[config.mk]
export PLATFORM = sky130hd
export DESIGN_NAME = spi_ssel_arbiter
export DESIGN_NICKNAME = d
export VERILOG_FILES = /design/src/rtl/spi_ssel_arbiter.sv
export SDC_FILE = /design/constraint.sdc
export NUM_CORES = 1
export LEC_CHECK = 0
export CORE_MARGIN = 2
export CORE_UTILIZATION = 46
export DETAILED_ROUTE_END_ITERATION = 8
export GPL_TIMING_DRIVEN = 0
export MAX_ROUTING_LAYER = met4
export PLACE_DENSITY = 0.84
export SLEW_MARGIN = 20
export SYNTH_ARGS = -nofsm -noshare
export SYNTH_HDL_FRONTEND = slang
export SYNTH_SLANG_ARGS = --single-unit
[constraint.sdc]
create_clock -name clk_i -period 2.7 [get_ports clk_i]
set_input_delay 0.54 -clock clk_i [delete_from_list [all_inputs] [get_ports clk_i]]
set_output_delay 0.54 -clock clk_i [all_outputs]
set_load 0.01 [all_outputs]
[src/rtl/spi_ssel_arbiter.sv]
// spi_ssel_arbiter: grants one of NUM_CH SPI controllers per host frame,
// gates its slave select, steers its MISO to the shared pad and counts
// host select conflicts.
// Optional build macro SPI_ARB_TIMEOUT_EN: bounds each grant to
// TIMEOUT_CYCLES clk cycles; without it a grant lasts until its select
// deasserts.
module spi_ssel_arbiter #(
  parameter int NUM_CH         = 2,
  parameter int SYNC_STAGES    = 2,
  parameter int GUARD_CYCLES   = 4,
  parameter int CNT_W          = 8,
  parameter int TIMEOUT_CYCLES = 50000000
) (
  input  logic              clk_i,
  input  logic              reset_i,
  input  logic [NUM_CH-1:0] ssel_i,
  input  logic [NUM_CH-1:0] miso_i,
  output logic [NUM_CH-1:0] ssel_o,
  output logic              miso_o,
  output logic [NUM_CH-1:0] grant_o,
  output logic              conflict_o,
  input  logic              conflict_clr_i,
  output logic [CNT_W-1:0]  conflict_cnt_o
);

  localparam logic [1:0] ST_IDLE     = 2'd0;
  localparam logic [1:0] ST_GRANT    = 2'd1;
  localparam logic [1:0] ST_GUARD    = 2'd2;
  localparam logic [1:0] ST_CONFLICT = 2'd3;

  localparam int CHW = $clog2(NUM_CH + 1);
  localparam int GW  = (GUARD_CYCLES > 1) ? $clog2(GUARD_CYCLES) : 1;
  localparam logic [NUM_CH-1:0] CH_ONE = NUM_CH'(1);

  // Saturating add of a small event count onto the conflict counter.
  function automatic logic [CNT_W-1:0] sat_add(input logic [CNT_W-1:0] a,
                                               input logic [CHW-1:0]   b);
    logic [CNT_W:0] s;
    s = {1'b0, a} + (CNT_W+1)'(b);
    return s[CNT_W] ? {CNT_W{1'b1}} : s[CNT_W-1:0];
  endfunction

  function automatic logic [CHW-1:0] popcnt(input logic [NUM_CH-1:0] v);
    logic [CHW-1:0] n;
    n = '0;
    for (int i = 0; i < NUM_CH; i++) n = n + CHW'(v[i]);
    return n;
  endfunction

  logic [NUM_CH-1:0]      sync_p [SYNC_STAGES];
  logic [SYNC_STAGES-1:0] vld_p;
  logic [NUM_CH-1:0]      ss;
  logic [NUM_CH-1:0]      ss_prev;

  logic [1:0]        state_q, state_d;
  logic [NUM_CH-1:0] grant_q, grant_d;
  logic [NUM_CH-1:0] arm_q, arm_d;
  logic [GW-1:0]     gcnt_q, gcnt_d;
  logic [CHW-1:0]    evt_inc;
  logic              cnt_sat;
  logic [NUM_CH-1:0] armed_low;
  logic [NUM_CH-1:0] fall;
  logic              one_low;

`ifdef SPI_ARB_TIMEOUT_EN
  localparam int TW = $clog2(TIMEOUT_CYCLES + 1);
  logic [TW-1:0] tmr_q, tmr_d;
`endif

  assign ss        = sync_p[SYNC_STAGES-1];
  assign armed_low = arm_q & ~ss;
  assign one_low   = (armed_low != '0) && ((armed_low & (armed_low - CH_ONE)) == '0);
  assign fall      = ss_prev & ~ss & arm_q & ~grant_q;

  // Raw select synchroniser; vld_p marks when the chain holds real pin samples.
  always_ff @(posedge clk_i) begin
    if (reset_i) begin
      for (int i = 0; i < SYNC_STAGES; i++) sync_p[i] <= '1;
      vld_p   <= '0;
      ss_prev <= '1;
    end else begin
      sync_p[0] <= ssel_i;
      for (int i = 1; i < SYNC_STAGES; i++) sync_p[i] <= sync_p[i-1];
      vld_p   <= {vld_p[SYNC_STAGES-2:0], 1'b1};
      ss_prev <= ss;
    end
  end

  // Arbitration FSM next-state, arming and conflict event detection.
  always_comb begin
    state_d = state_q;
    grant_d = grant_q;
    arm_d   = arm_q;
    gcnt_d  = gcnt_q;
    evt_inc = '0;
`ifdef SPI_ARB_TIMEOUT_EN
    tmr_d   = tmr_q;
`endif
    // Arming waits for the synchroniser to flush its reset value, so a
    // select held low through reset is never mistaken for a fresh high.
    if (vld_p[SYNC_STAGES-1]) arm_d = arm_q | ss;
    case (state_q)
      ST_IDLE: begin
        gcnt_d = '0;
        if (one_low) begin
          grant_d = armed_low;
          state_d = ST_GRANT;
`ifdef SPI_ARB_TIMEOUT_EN
          tmr_d   = '0;
`endif
        end else if (armed_low != '0) begin
          evt_inc = CHW'(1);
          state_d = ST_CONFLICT;
        end
      end
      ST_GRANT: begin
        if ((grant_q & ss) != '0) begin
          // Release wins over a simultaneous assert elsewhere: guard first.
          grant_d = '0;
          gcnt_d  = '0;
          state_d = ST_GUARD;
        end else begin
          evt_inc = popcnt(fall);
          arm_d   = arm_d & ~fall;
`ifdef SPI_ARB_TIMEOUT_EN
          if (tmr_q == TW'(TIMEOUT_CYCLES - 1)) begin
            arm_d   = arm_d & ~grant_q;
            grant_d = '0;
            gcnt_d  = '0;
            evt_inc = evt_inc + CHW'(1);
            state_d = ST_GUARD;
          end else begin
            tmr_d = tmr_q + TW'(1);
          end
`endif
        end
      end
      ST_GUARD: begin
        if (gcnt_q == GW'(GUARD_CYCLES - 1)) state_d = ST_IDLE;
        else                                 gcnt_d  = gcnt_q + GW'(1);
      end
      ST_CONFLICT: begin
        if (&ss) begin
          gcnt_d  = '0;
          state_d = ST_GUARD;
        end
      end
      default: state_d = ST_IDLE;
    endcase
  end

  // FSM, grant, arm and guard-counter registers.
  always_ff @(posedge clk_i) begin
    if (reset_i) begin
      state_q <= ST_IDLE;
      grant_q <= '0;
      arm_q   <= '0;
      gcnt_q  <= '0;
`ifdef SPI_ARB_TIMEOUT_EN
      tmr_q   <= '0;
`endif
    end else begin
      state_q <= state_d;
      grant_q <= grant_d;
      arm_q   <= arm_d;
      gcnt_q  <= gcnt_d;
`ifdef SPI_ARB_TIMEOUT_EN
      tmr_q   <= tmr_d;
`endif
    end
  end

  assign cnt_sat = 1'b0;

  // Sticky conflict flag and saturating counter; a clear drops coincident events.
  always_ff @(posedge clk_i) begin
    if (reset_i || conflict_clr_i) begin
      conflict_o     <= 1'b0;
      conflict_cnt_o <= '0;
    end else if (evt_inc != '0) begin
      conflict_o     <= 1'b1;
      conflict_cnt_o <= sat_add(conflict_cnt_o, evt_inc);
    end
  end

  assign grant_o = grant_q;
  assign ssel_o  = ~grant_q | {NUM_CH{cnt_sat}};
  assign miso_o  = (grant_q == '0) ? 1'b1 : |(grant_q & miso_i);

endmodule

==> flow_metrics.env, run 1 <==
export IMPL_grt_pass1_wl_um=4130
export IMPL_cpPeakStageDelay_ns=0.44
export IMPL_gp_congestion=0.852
export IMPL_synthesis_nets=153
export IMPL_portBuffers=20
export IMPL_dr_pass1_iters=4
export IMPL_pin_count=21
export IMPL_clk_latency_ns=0.31
export IMPL_p_clk_frac=0.279
export IMPL_drive_above_1_share=0.240
export IMPL_final_period_utilization=0.952
export IMPL_required_ns=2.93
export IMPL_hold_viol=0
export IMPL_die_x_um=55.7
export IMPL_synth_edf_count=0
export IMPL_clkTransAtPathRegs_ns=0.14
export IMPL_dp_hpwl_um=1780
export IMPL_finalCriticalPeriod_ns=2.57
export IMPL_p_seq_frac=0.634
export IMPL_finalSetupTns_ns=0
export IMPL_coreArea_um2=2500
export IMPL_timing_rr_start="sync_p[0][3]$_SDFF_PP1_"
export IMPL_routed_wl_um=2640
export IMPL_yosys_top_cells_area="dfxtp_1 (41%), ha_1 (6.1%), a21oi_1 (4.5%)"
export IMPL_p_leak_uw=0.000608
export IMPL_netSwitchingFraction=0.239
export IMPL_antenna_found_initial=0
export IMPL_fmax_mhz=389
export IMPL_pre_cts_slack_ns=-0.107
export IMPL_diodes=0
export IMPL_slowest_stage="fa_2"
export IMPL_holdPathStages=1
export IMPL_r2r_cells=11
export IMPL_synth_top_cell_area_share=0.408
export IMPL_syn_avg_cell_area_um2=8.83
export IMPL_fin_util=0.633
export IMPL_path_common_cell="inv_2"
export IMPL_root_buffer="clkbuf_4"
export IMPL_initial_core_util=0.491
export IMPL_fillers=226
export IMPL_hold_start="sync_p[0][0]$_SDFF_PP1_"
export IMPL_synth_area_um2=1230
export IMPL_yosys_area_top_type="dfxtp_1"
export IMPL_dieHeight_um=55.7
export IMPL_power_switching_uw=146
export IMPL_grt_overflow_total=0
export IMPL_p_int_uw=464
export IMPL_max_vdd_ir_drop_v=0.000256
export IMPL_syn_inst=139
export IMPL_crit_type="reg -> reg"
export IMPL_cts_hold_buf=0
export IMPL_power_density_nw_per_um2=385
export IMPL_tritoncts="done"
export IMPL_nets=182
export IMPL_worst_slew_pin_slew_ns=0.434
export IMPL_share_comb_of_total_power=0.087
export IMPL_relSlewSlack=0.711
export IMPL_grt_util_all_layers=0.164
export IMPL_drtAntennaViolNets=0
export IMPL_rsz0062_at_grt="false"
export IMPL_maxCapViolCount=0
export IMPL_via_per_inst=5.45
export IMPL_hold_end="sync_p[0][2]$_SDFF_PP1_"
export IMPL_grt_pass1_vias=985
export IMPL_ys_types=38
export IMPL_grt_max_degree=16
export IMPL_drtIter0Drc=21
export IMPL_finalSetupViolations=0
export IMPL_cp_end_kind="flip-flop"
export IMPL_synth_flop_cell="dfxtp_1"
export IMPL_r2r_end="conflict_cnt_o[1]$_SDFFE_PP0P_"
export IMPL_p_total_uw=609
export IMPL_cp_arrival_ns=2.80
export IMPL_r2r_setup_slack_ns=0.13
export IMPL_synth_seq_area_share=0.408
export IMPL_ys_ff_latch=25
export IMPL_drcViolationCount=0
export IMPL_cts_inserted_buffers=3
export IMPL_critPathLaunchType="flip-flop"
export IMPL_h_tree_depth=1
export IMPL_hold_class="reg -> reg"
export IMPL_dieArea_um2=3100
export IMPL_num_rows=18
export IMPL_yosys_warnings=0
export IMPL_vias=1074
export IMPL_clock_skew_ns=0.00853
export IMPL_status="finished, final reports clean"
export IMPL_area_growth_pct=28.8
export IMPL_clock_path_buffers=2
export IMPL_slew_viol_final=0
export IMPL_cts_sinks=25
export IMPL_setup_ws_ns=0.129
export IMPL_wl_per_cell_um=13.4
export IMPL_path_cells="nand2b_4 > inv_2 > and3_4 > ha_4 > a21oi_1 > nor2_1 > ha_2 > inv_2 > fa_2 > or3_4 > a311oi_2"
export IMPL_crit_fanout=7
export IMPL_synthArstFlopShare=0
what timing repair did:
action	CTS	global route
pin swaps	0	10
endpoints found under the setup margin	5	5
resized for setup	3	11
setup buffers	1	4
cell type report:
cell class                 instances  area [um2]  share of cell area
buffer                             5        35.0              0.0222
clock buffer                       3        22.5              0.0142
clock inverter                     1        7.51             0.00475
inverter                          13        48.8              0.0309
multi-input combinational         95         688               0.435
sequential                        25         504               0.319
tap                               30        37.5              0.0237
timing repair buffer              25         238               0.150
cell usage after synthesis (all sizes together), types with 2 or more instances:
master   n
or3      2
o31ai    2
nor3     9
nand3    2
a21oi   12
a41o     2
a311oi   2
a211oi   5
inv     13
nor2b    3
nand2b   3
o21ai    4
nand2    6
ha       6
clkbuf   3
buf      3
or4      2
or2      6
dfxtp   25
nor2    15
and3     4
worst max-delay path, delay by kind of cell (launching register included):
kind / cells / cell delay [ns]
flops: 1 / 0.38
simple gates: 4 / 0.80
fa+ha+maj: 3 / 0.90
compound gates: 2 / 0.33
buf+inv: 2 / 0.08
cells in the final DEF (no fill, tap or decap), drive strengths merged, types with 5 or more instances in the layout:
cell type	Yosys	routed
inv	13	13
dfxtp	25	25
ha	6	6
clkbuf	3	5
nor2	15	15
a211oi	5	5
clkdlybuf4s50	0	20
nand2	6	6
or2	6	6
buf	3	8
a21oi	12	12
nor3	9	9
state kept, by name (all words and copies together) (netlist names):
name and cells:
ss_prev 2, arm_q 2, conflict_cnt_o 8, gcnt_q 2, conflict_o 1, vld_p 2, grant_o 2, state_q 2
sync_p 4
how the worst max path moves through the flow:
stage / from / endpoint / slack, ns / depth (start not counted)
final: sync_p[0][3]$_SDFF_PP1_ / conflict_cnt_o[1]$_SDFFE_PP0P_ / 0.13 / 11
after global routing: sync_p[0][3]$_SDFF_PP1_ / conflict_cnt_o[2]$_SDFFE_PP0P_ / 0.004 / 12
after CTS: sync_p[0][3]$_SDFF_PP1_ / conflict_cnt_o[5]$_SDFFE_PP0P_ / 0.004 / 12
after detailed placement: sync_p[0][2]$_SDFF_PP1_ / conflict_cnt_o[5]$_SDFFE_PP0P_ / -0.11 / 12
after global placement: sync_p[0][2]$_SDFF_PP1_ / conflict_cnt_o[5]$_SDFFE_PP0P_ / -0.10 / 12
after floorplan: grant_o[1]$_SDFFE_PP0P_ / conflict_cnt_o[5]$_SDFFE_PP0P_ / 0.09 / 11
metal layers:
metal	part of all wire	global-route usage	vias up
li1	-	-	545
met3	0.032	0.0209	6
met5	0	-	-
met1	0.45	0.207	496
met2	0.51	0.279	27
met4	0.0087	0.0418	0
kinds of logic after synthesis:
family,share of synthesized area
and+or+nand+nor,0.245
AOI/OAI and AO/OA,0.191
DFF,0.408
buffers and inverters,0.0714
adders and majority gates,0.0775
muxes,0.00816
through the flow:
step                instances  cell area [um2]  hold slack (ns)
finish                    197             1580            0.431
global route              197             1580            0.462
CTS                       194             1510            0.433
detailed placement        189             1470            0.399
global placement          189             1470            0.394
floorplan                 139             1230            0.389
power by group through the flow:
stage	registers [uW]	clock network, uW	logic [uW]
2_1_floorplan	392	0	30.9
3_3_place_gp	393	0	45.3
3_5_place_dp	393	0	47.0
4_1_cts	385	177	48.5
5_1_grt	387	194	59.2
6_report	386	170	53.3
Power figures use the tool's default switching activity.
==> run 2: changes to the inputs <==
--- a/config.mk
+++ b/config.mk
@@ -8,7 +8,6 @@
 export CORE_MARGIN = 2
 export CORE_UTILIZATION = 46
 export DETAILED_ROUTE_END_ITERATION = 8
-export GPL_TIMING_DRIVEN = 0
 export MAX_ROUTING_LAYER = met4
 export PLACE_DENSITY = 0.84
 export SLEW_MARGIN = 20
==> run 2 against run 1 <==
Compared with the run above: final cell count fell by 1.0%; hold slack barely moved; flip-flop and latch count did not move; combinational power barely moved; critical path type unchanged; largest power group unchanged; highest routed layer unchanged.
==> flow_metrics.env, run 2 (synthesis results as in run 1) <==
export IMPL_status="finished, final reports clean"
export IMPL_diodes=0
export IMPL_max_vdd_ir_drop_v=0.000277
export IMPL_final_period_utilization=0.966
export IMPL_cts_inserted_buffers=3
export IMPL_portBuffers=20
export IMPL_h_tree_depth=1
export IMPL_slowest_stage="or3_4"
export IMPL_grt_util_all_layers=0.186
export IMPL_tritoncts="done"
export IMPL_grt_pass1_vias=1056
export IMPL_antenna_found_initial=0
export IMPL_grt_pass1_wl_um=4470
export IMPL_cts_hold_buf=0
export IMPL_cp_arrival_ns=2.88
export IMPL_wl_per_cell_um=14.3
export IMPL_area_growth_pct=27.0
export IMPL_worst_slew_pin_slew_ns=0.353
export IMPL_worst_path_dominant_cell_family="simple AND/OR/NAND/NOR gates"
export IMPL_pin_count=21
export IMPL_die_x_um=55.7
export IMPL_drive_above_1_share=0.212
export IMPL_power_density_nw_per_um2=390
export IMPL_final_cell_mix="dfxtp_1 (23), clkdlybuf4s50_1 (20), nor2_1 (14), inv_1 (13), a21oi_1 (11)"
export IMPL_crit_fanout=4
export IMPL_gp_congestion=0.949
export IMPL_dr_pass1_iters=4
export IMPL_finalSetupViolations=0
export IMPL_crit_type="reg -> reg"
export IMPL_nets=180
export IMPL_multi_input_area_um2=682
export IMPL_setup_ws_ns=0.0927
export IMPL_dp_hpwl_um=2030
export IMPL_clock_path_buffers=2
export IMPL_clock_skew_ns=0.00598
export IMPL_fillers=210
export IMPL_dieHeight_um=55.7
export IMPL_clk_latency_ns=0.32
export IMPL_finalCriticalPeriod_ns=2.61
export IMPL_clkTransAtPathRegs_ns=0.14
export IMPL_vias=1103
export IMPL_num_rows=18
export IMPL_path_common_cell="inv_1"
export IMPL_coreArea_um2=2500
export IMPL_relSlewSlack=0.765
export IMPL_drtIter0Drc=10
export IMPL_pre_cts_slack_ns=-0.0320
export IMPL_grt_overflow_total=0
export IMPL_slew_viol_final=0
export IMPL_grt_max_degree=18
export IMPL_path_cells="nand2b_4 > inv_1 > and3_1 > ha_4 > a21oi_1 > nor2_1 > ha_2 > inv_1 > fa_2 > or3_4 > a41o_1 > a21oi_2"
export IMPL_via_per_inst=5.66
export IMPL_dieArea_um2=3100
export IMPL_hold_viol=0
export IMPL_required_ns=2.97
export IMPL_drcViolationCount=0
export IMPL_p_leak_uw=0.000614
export IMPL_largest_reg_flops=8
export IMPL_root_buffer="clkbuf_4"
export IMPL_fmax_mhz=384
export IMPL_largest_register="conflict_cnt_o"
export IMPL_hold_class="reg -> reg"
export IMPL_regArea_um2=503
export IMPL_initial_core_util=0.491
export IMPL_routed_wl_um=2790
export IMPL_largestRegisters="conflict_cnt_o x8, sync_p x4"
export IMPL_cpPeakStageDelay_ns=0.41
export IMPL_path_buf_inv=2
export IMPL_cp_end_kind="flip-flop"
export IMPL_cts_sinks=25
export IMPL_holdWs_ns=0.432
export IMPL_drtAntennaViolNets=0
export IMPL_critPathLaunchType="flip-flop"
export IMPL_mostFrequentLayoutCell="dfxtp_1"
export IMPL_maxCapViolCount=0
[run 2: changes by cell type in the layout (fill, tap and decap cells not counted)]
cell        delta
dfxtp_2        -1
buf_4          +3
and3_1         +2
clkbuf_1       -2
clkinv_2       +1
inv_1          +2
buf_6          -2
and3_2         -1
dfxtp_1        +1
inv_2          -2
and3_4         -1
clkinvlp_4     -1
buf_2          -1
[run 2: worst paths after layout]
check | from | endpoint | slack [ns] | cells past startpoint
min reg2reg | sync_p[0][1]$_SDFF_PP1_ | sync_p[0][3]$_SDFF_PP1_ | 0.43 | 1
max | sync_p[0][3]$_SDFF_PP1_ | conflict_cnt_o[5]$_SDFFE_PP0P_ | 0.09 | 12
max reg2reg | sync_p[0][3]$_SDFF_PP1_ | conflict_cnt_o[5]$_SDFFE_PP0P_ | 0.09 | 12
min | sync_p[0][1]$_SDFF_PP1_ | sync_p[0][3]$_SDFF_PP1_ | 0.43 | 1
[run 2: what timing repair did]
item / 4_1_cts / 5_1_grt
buffers inserted: 0 / 1
pin swaps: 0 / 1
endpoints found under the setup margin: 3 / 6
resized for setup: 2 / 7
[run 2: cell type report]
type                            count  area share
Inverter                           13      0.0313
Clock inverter                      1     0.00321
Tap cell                           30      0.0241
Clock buffer                        3      0.0144
Timing Repair Buffer               28       0.167
Sequential cell                    25       0.323
Multi-Input combinational cell     95       0.437
[run 2: routing by layer]
metal	routed length, um	global-route usage
met1	1150	0.189
met5	0	-
met2	1500	0.347
met4	57	0.0767
met3	76	0.0349
[run 2: per-stage QoR]
| stage | total power (uW) | setup TNS [ns] | instance area [um2] | cells | util |
|---|---|---|---|---|---|
| CTS | 613 | 0 | 1510 | 194 | 0.604 |
| floorplan | 422 | 0 | 1230 | 139 | - |
| global placement | 441 | 0 | 1480 | 190 | 0.592 |
| detailed placement | 443 | -0.0424 | 1480 | 190 | 0.592 |
| finish | 607 | 0 | 1560 | 195 | 0.624 |
| global route | 632 | -0.0102 | 1560 | 195 | 0.624 |
[run 2: report_power, final]
part | leakage [uW] | switching [uW] | internal [uW]
logic | 0.000394 | 25.6 | 27.8
registers | 0.000203 | 6.47 | 379
clock network | 0.0000177 | 113 | 55.5
==> run 3: changes to the inputs <==
--- a/config.mk
+++ b/config.mk
@@ -5,11 +5,11 @@
 export SDC_FILE = /design/constraint.sdc
 export NUM_CORES = 1
 export LEC_CHECK = 0
-export CORE_MARGIN = 2
-export CORE_UTILIZATION = 46
+export CORE_UTILIZATION = 51
+export CTS_BUF_LIST = sky130_fd_sc_hd__clkbuf_16
 export DETAILED_ROUTE_END_ITERATION = 8
 export MAX_ROUTING_LAYER = met4
-export PLACE_DENSITY = 0.84
+export PLACE_DENSITY = 0.87
 export SLEW_MARGIN = 20
 export SYNTH_ARGS = -nofsm -noshare
 export SYNTH_HDL_FRONTEND = slang
==> constraint.sdc (replaced) <==
create_clock -name clk_i -period 2.75 [get_ports clk_i]
set_input_delay 0.55 -clock clk_i [delete_from_list [all_inputs] [get_ports clk_i]]
set_output_delay 0.55 -clock clk_i [all_outputs]
set_load 0.01 [all_outputs]
==> run 3 against run 2 <==
Compared with the run above: highest routed layer unchanged; largest cell class unchanged; sequential share of layout area shrank 1.1 points; non-clock buffer count grew 2; power grew 25%; via count grew 5.2%; largest power group unchanged.
==> flow_metrics.env, run 3 (synthesis results as in run 1) <==
export IMPL_status="finished, final reports clean"
export IMPL_final_cell_mix="dfxtp_1 (24), clkdlybuf4s50_1 (20), inv_1 (14), nor2_1 (14), a21oi_1 (11)"
export IMPL_crit_fanout=5
export IMPL_path_cells="nand2b_4 > inv_1 > and3_1 > ha_1 > a21oi_1 > nor2_1 > ha_2 > inv_1 > fa_2 > or3_4 > a41o_1 > nor2_1"
export IMPL_top_usage_layer="met2"
export IMPL_slowest_stage="fa_2"
export IMPL_p_total_uw=757
export IMPL_routed_wl_um=3160
export IMPL_hold_viol=0
export IMPL_largest_register="conflict_cnt_o"
export IMPL_drcViolationCount=0
export IMPL_dieHeight_um=51.1
export IMPL_worst_slew_pin_slew_ns=0.364
export IMPL_num_rows=17
export IMPL_slew_viol_final=0
export IMPL_fillers=154
export IMPL_grtUsageMet2=0.404
export IMPL_initial_core_util=0.550
export IMPL_post_route_cell_area_um2=1610
export IMPL_grt_overflow_total=0
export IMPL_dp_hpwl_um=1910
export IMPL_cts_hold_buf=0
export IMPL_required_ns=2.95
export IMPL_drtAntennaViolNets=0
export IMPL_dr_pass1_iters=4
export IMPL_maxCapViolCount=0
export IMPL_p_leak_uw=0.000653
export IMPL_fmax_mhz=370
export IMPL_setup_ws_ns=0.0482
export IMPL_cpPeakStageDelay_ns=0.43
export IMPL_grt_pass1_wl_um=4820
export IMPL_via_per_inst=5.95
export IMPL_placed_cell_area_um2=1480
export IMPL_largest_reg_flops=8
export IMPL_mostFrequentLayoutCell="dfxtp_1"
export IMPL_critPathLaunchType="flip-flop"
export IMPL_tritoncts="done"
export IMPL_wl_per_cell_um=16.2
export IMPL_power_density_nw_per_um2=471
export IMPL_grt_util_met3=0.0357
export IMPL_clock_path_buffers=2
export IMPL_pre_cts_slack_ns=0.0306
export IMPL_diodes=0
export IMPL_final_period_utilization=0.982
export IMPL_max_vdd_ir_drop_v=0.000693
export IMPL_antenna_found_initial=0
export IMPL_clkTransAtPathRegs_ns=0.06
export IMPL_largestRegisters="conflict_cnt_o x8, sync_p x4"
export IMPL_hold_class="reg -> reg"
export IMPL_finalCriticalPeriod_ns=2.70
export IMPL_pin_count=21
export IMPL_cp_arrival_ns=2.90
export IMPL_cp_end_kind="flip-flop"
export IMPL_cts_inserted_buffers=3
export IMPL_clk_latency_ns=0.26
export IMPL_die_x_um=51.1
export IMPL_drive_above_1_share=0.204
export IMPL_grt_max_degree=18
export IMPL_h_tree_depth=1
export IMPL_area_growth_pct=31.1
export IMPL_root_buffer="clkbuf_16"
export IMPL_finalSetupViolations=0
export IMPL_crit_type="reg -> reg"
export IMPL_grt_pass1_vias=1109
export IMPL_grt_util_met1=0.319
export IMPL_gp_congestion=0.937
export IMPL_drtIter0Drc=51
export IMPL_fin_util=0.720
export IMPL_clock_skew_ns=0.00198
export IMPL_relSlewSlack=0.758
export IMPL_grt_util_all_layers=0.260
export IMPL_nets=182
export IMPL_cts_sinks=25
export IMPL_portBuffers=20
export IMPL_dieArea_um2=2610
export IMPL_coreArea_um2=2230
export IMPL_vias=1160
-- run 3: report_power, final --
group	switching, uW	internal, uW
combinational	27.6	27.6
clock	129	195
sequential	6.37	372
-- run 3: metal layers --
metal	routed length (um)	share of wire
met5	0	0
met4	91	0.029
met3	235	0.074
met2	1560	0.49
met1	1280	0.40
-- run 3: through the flow --
stage	std cells	hold slack [ns]	setup TNS, ns
after global routing	195	0.423	-0.153
after detailed placement	189	0.399	0
after global placement	189	0.396	0
final	195	0.417	0
after CTS	193	0.418	0
after floorplan	139	0.389	0
-- run 3: worst max-delay path: cells and delay by family, from the launching register on --
| kind | cells | cell delay [ns] |
|---|---|---|
| AND/OR/NAND/NOR | 5 | 0.93 |
| buffers and inverters | 2 | 0.12 |
| AO/OA/AOI/OAI | 2 | 0.32 |
| flip-flops | 1 | 0.35 |
| adder cells (fa/ha/maj) | 3 | 0.93 |
-- run 3: final cells by class --
cell class	instances	area (um2)	area share
Multi-Input combinational cell	95	669	0.416
Sequential cell	25	502	0.312
Timing Repair Buffer	30	275	0.171
Clock buffer	3	75.1	0.0467
Inverter	13	48.8	0.0303
Tap cell	28	35.0	0.0218
Clock inverter	1	3.75	0.00233
-- run 3: path summary, 6_finish.rpt --
path / depth (start not counted) / from / to / slack [ns]
max: 12 / sync_p[0][2]$_SDFF_PP1_ / conflict_cnt_o[2]$_SDFFE_PP0P_ / 0.05
min: 1 / sync_p[0][1]$_SDFF_PP1_ / sync_p[0][3]$_SDFF_PP1_ / 0.42
max reg2reg: 12 / sync_p[0][2]$_SDFF_PP1_ / conflict_cnt_o[2]$_SDFFE_PP0P_ / 0.05
min reg2reg: 1 / sync_p[0][1]$_SDFF_PP1_ / sync_p[0][3]$_SDFF_PP1_ / 0.42
-- run 3: what timing repair did --
item,in CTS,in global routing
pin swaps,0,3
resized for setup,1,6
buffers inserted,0,2
setup endpoints to repair,2,5
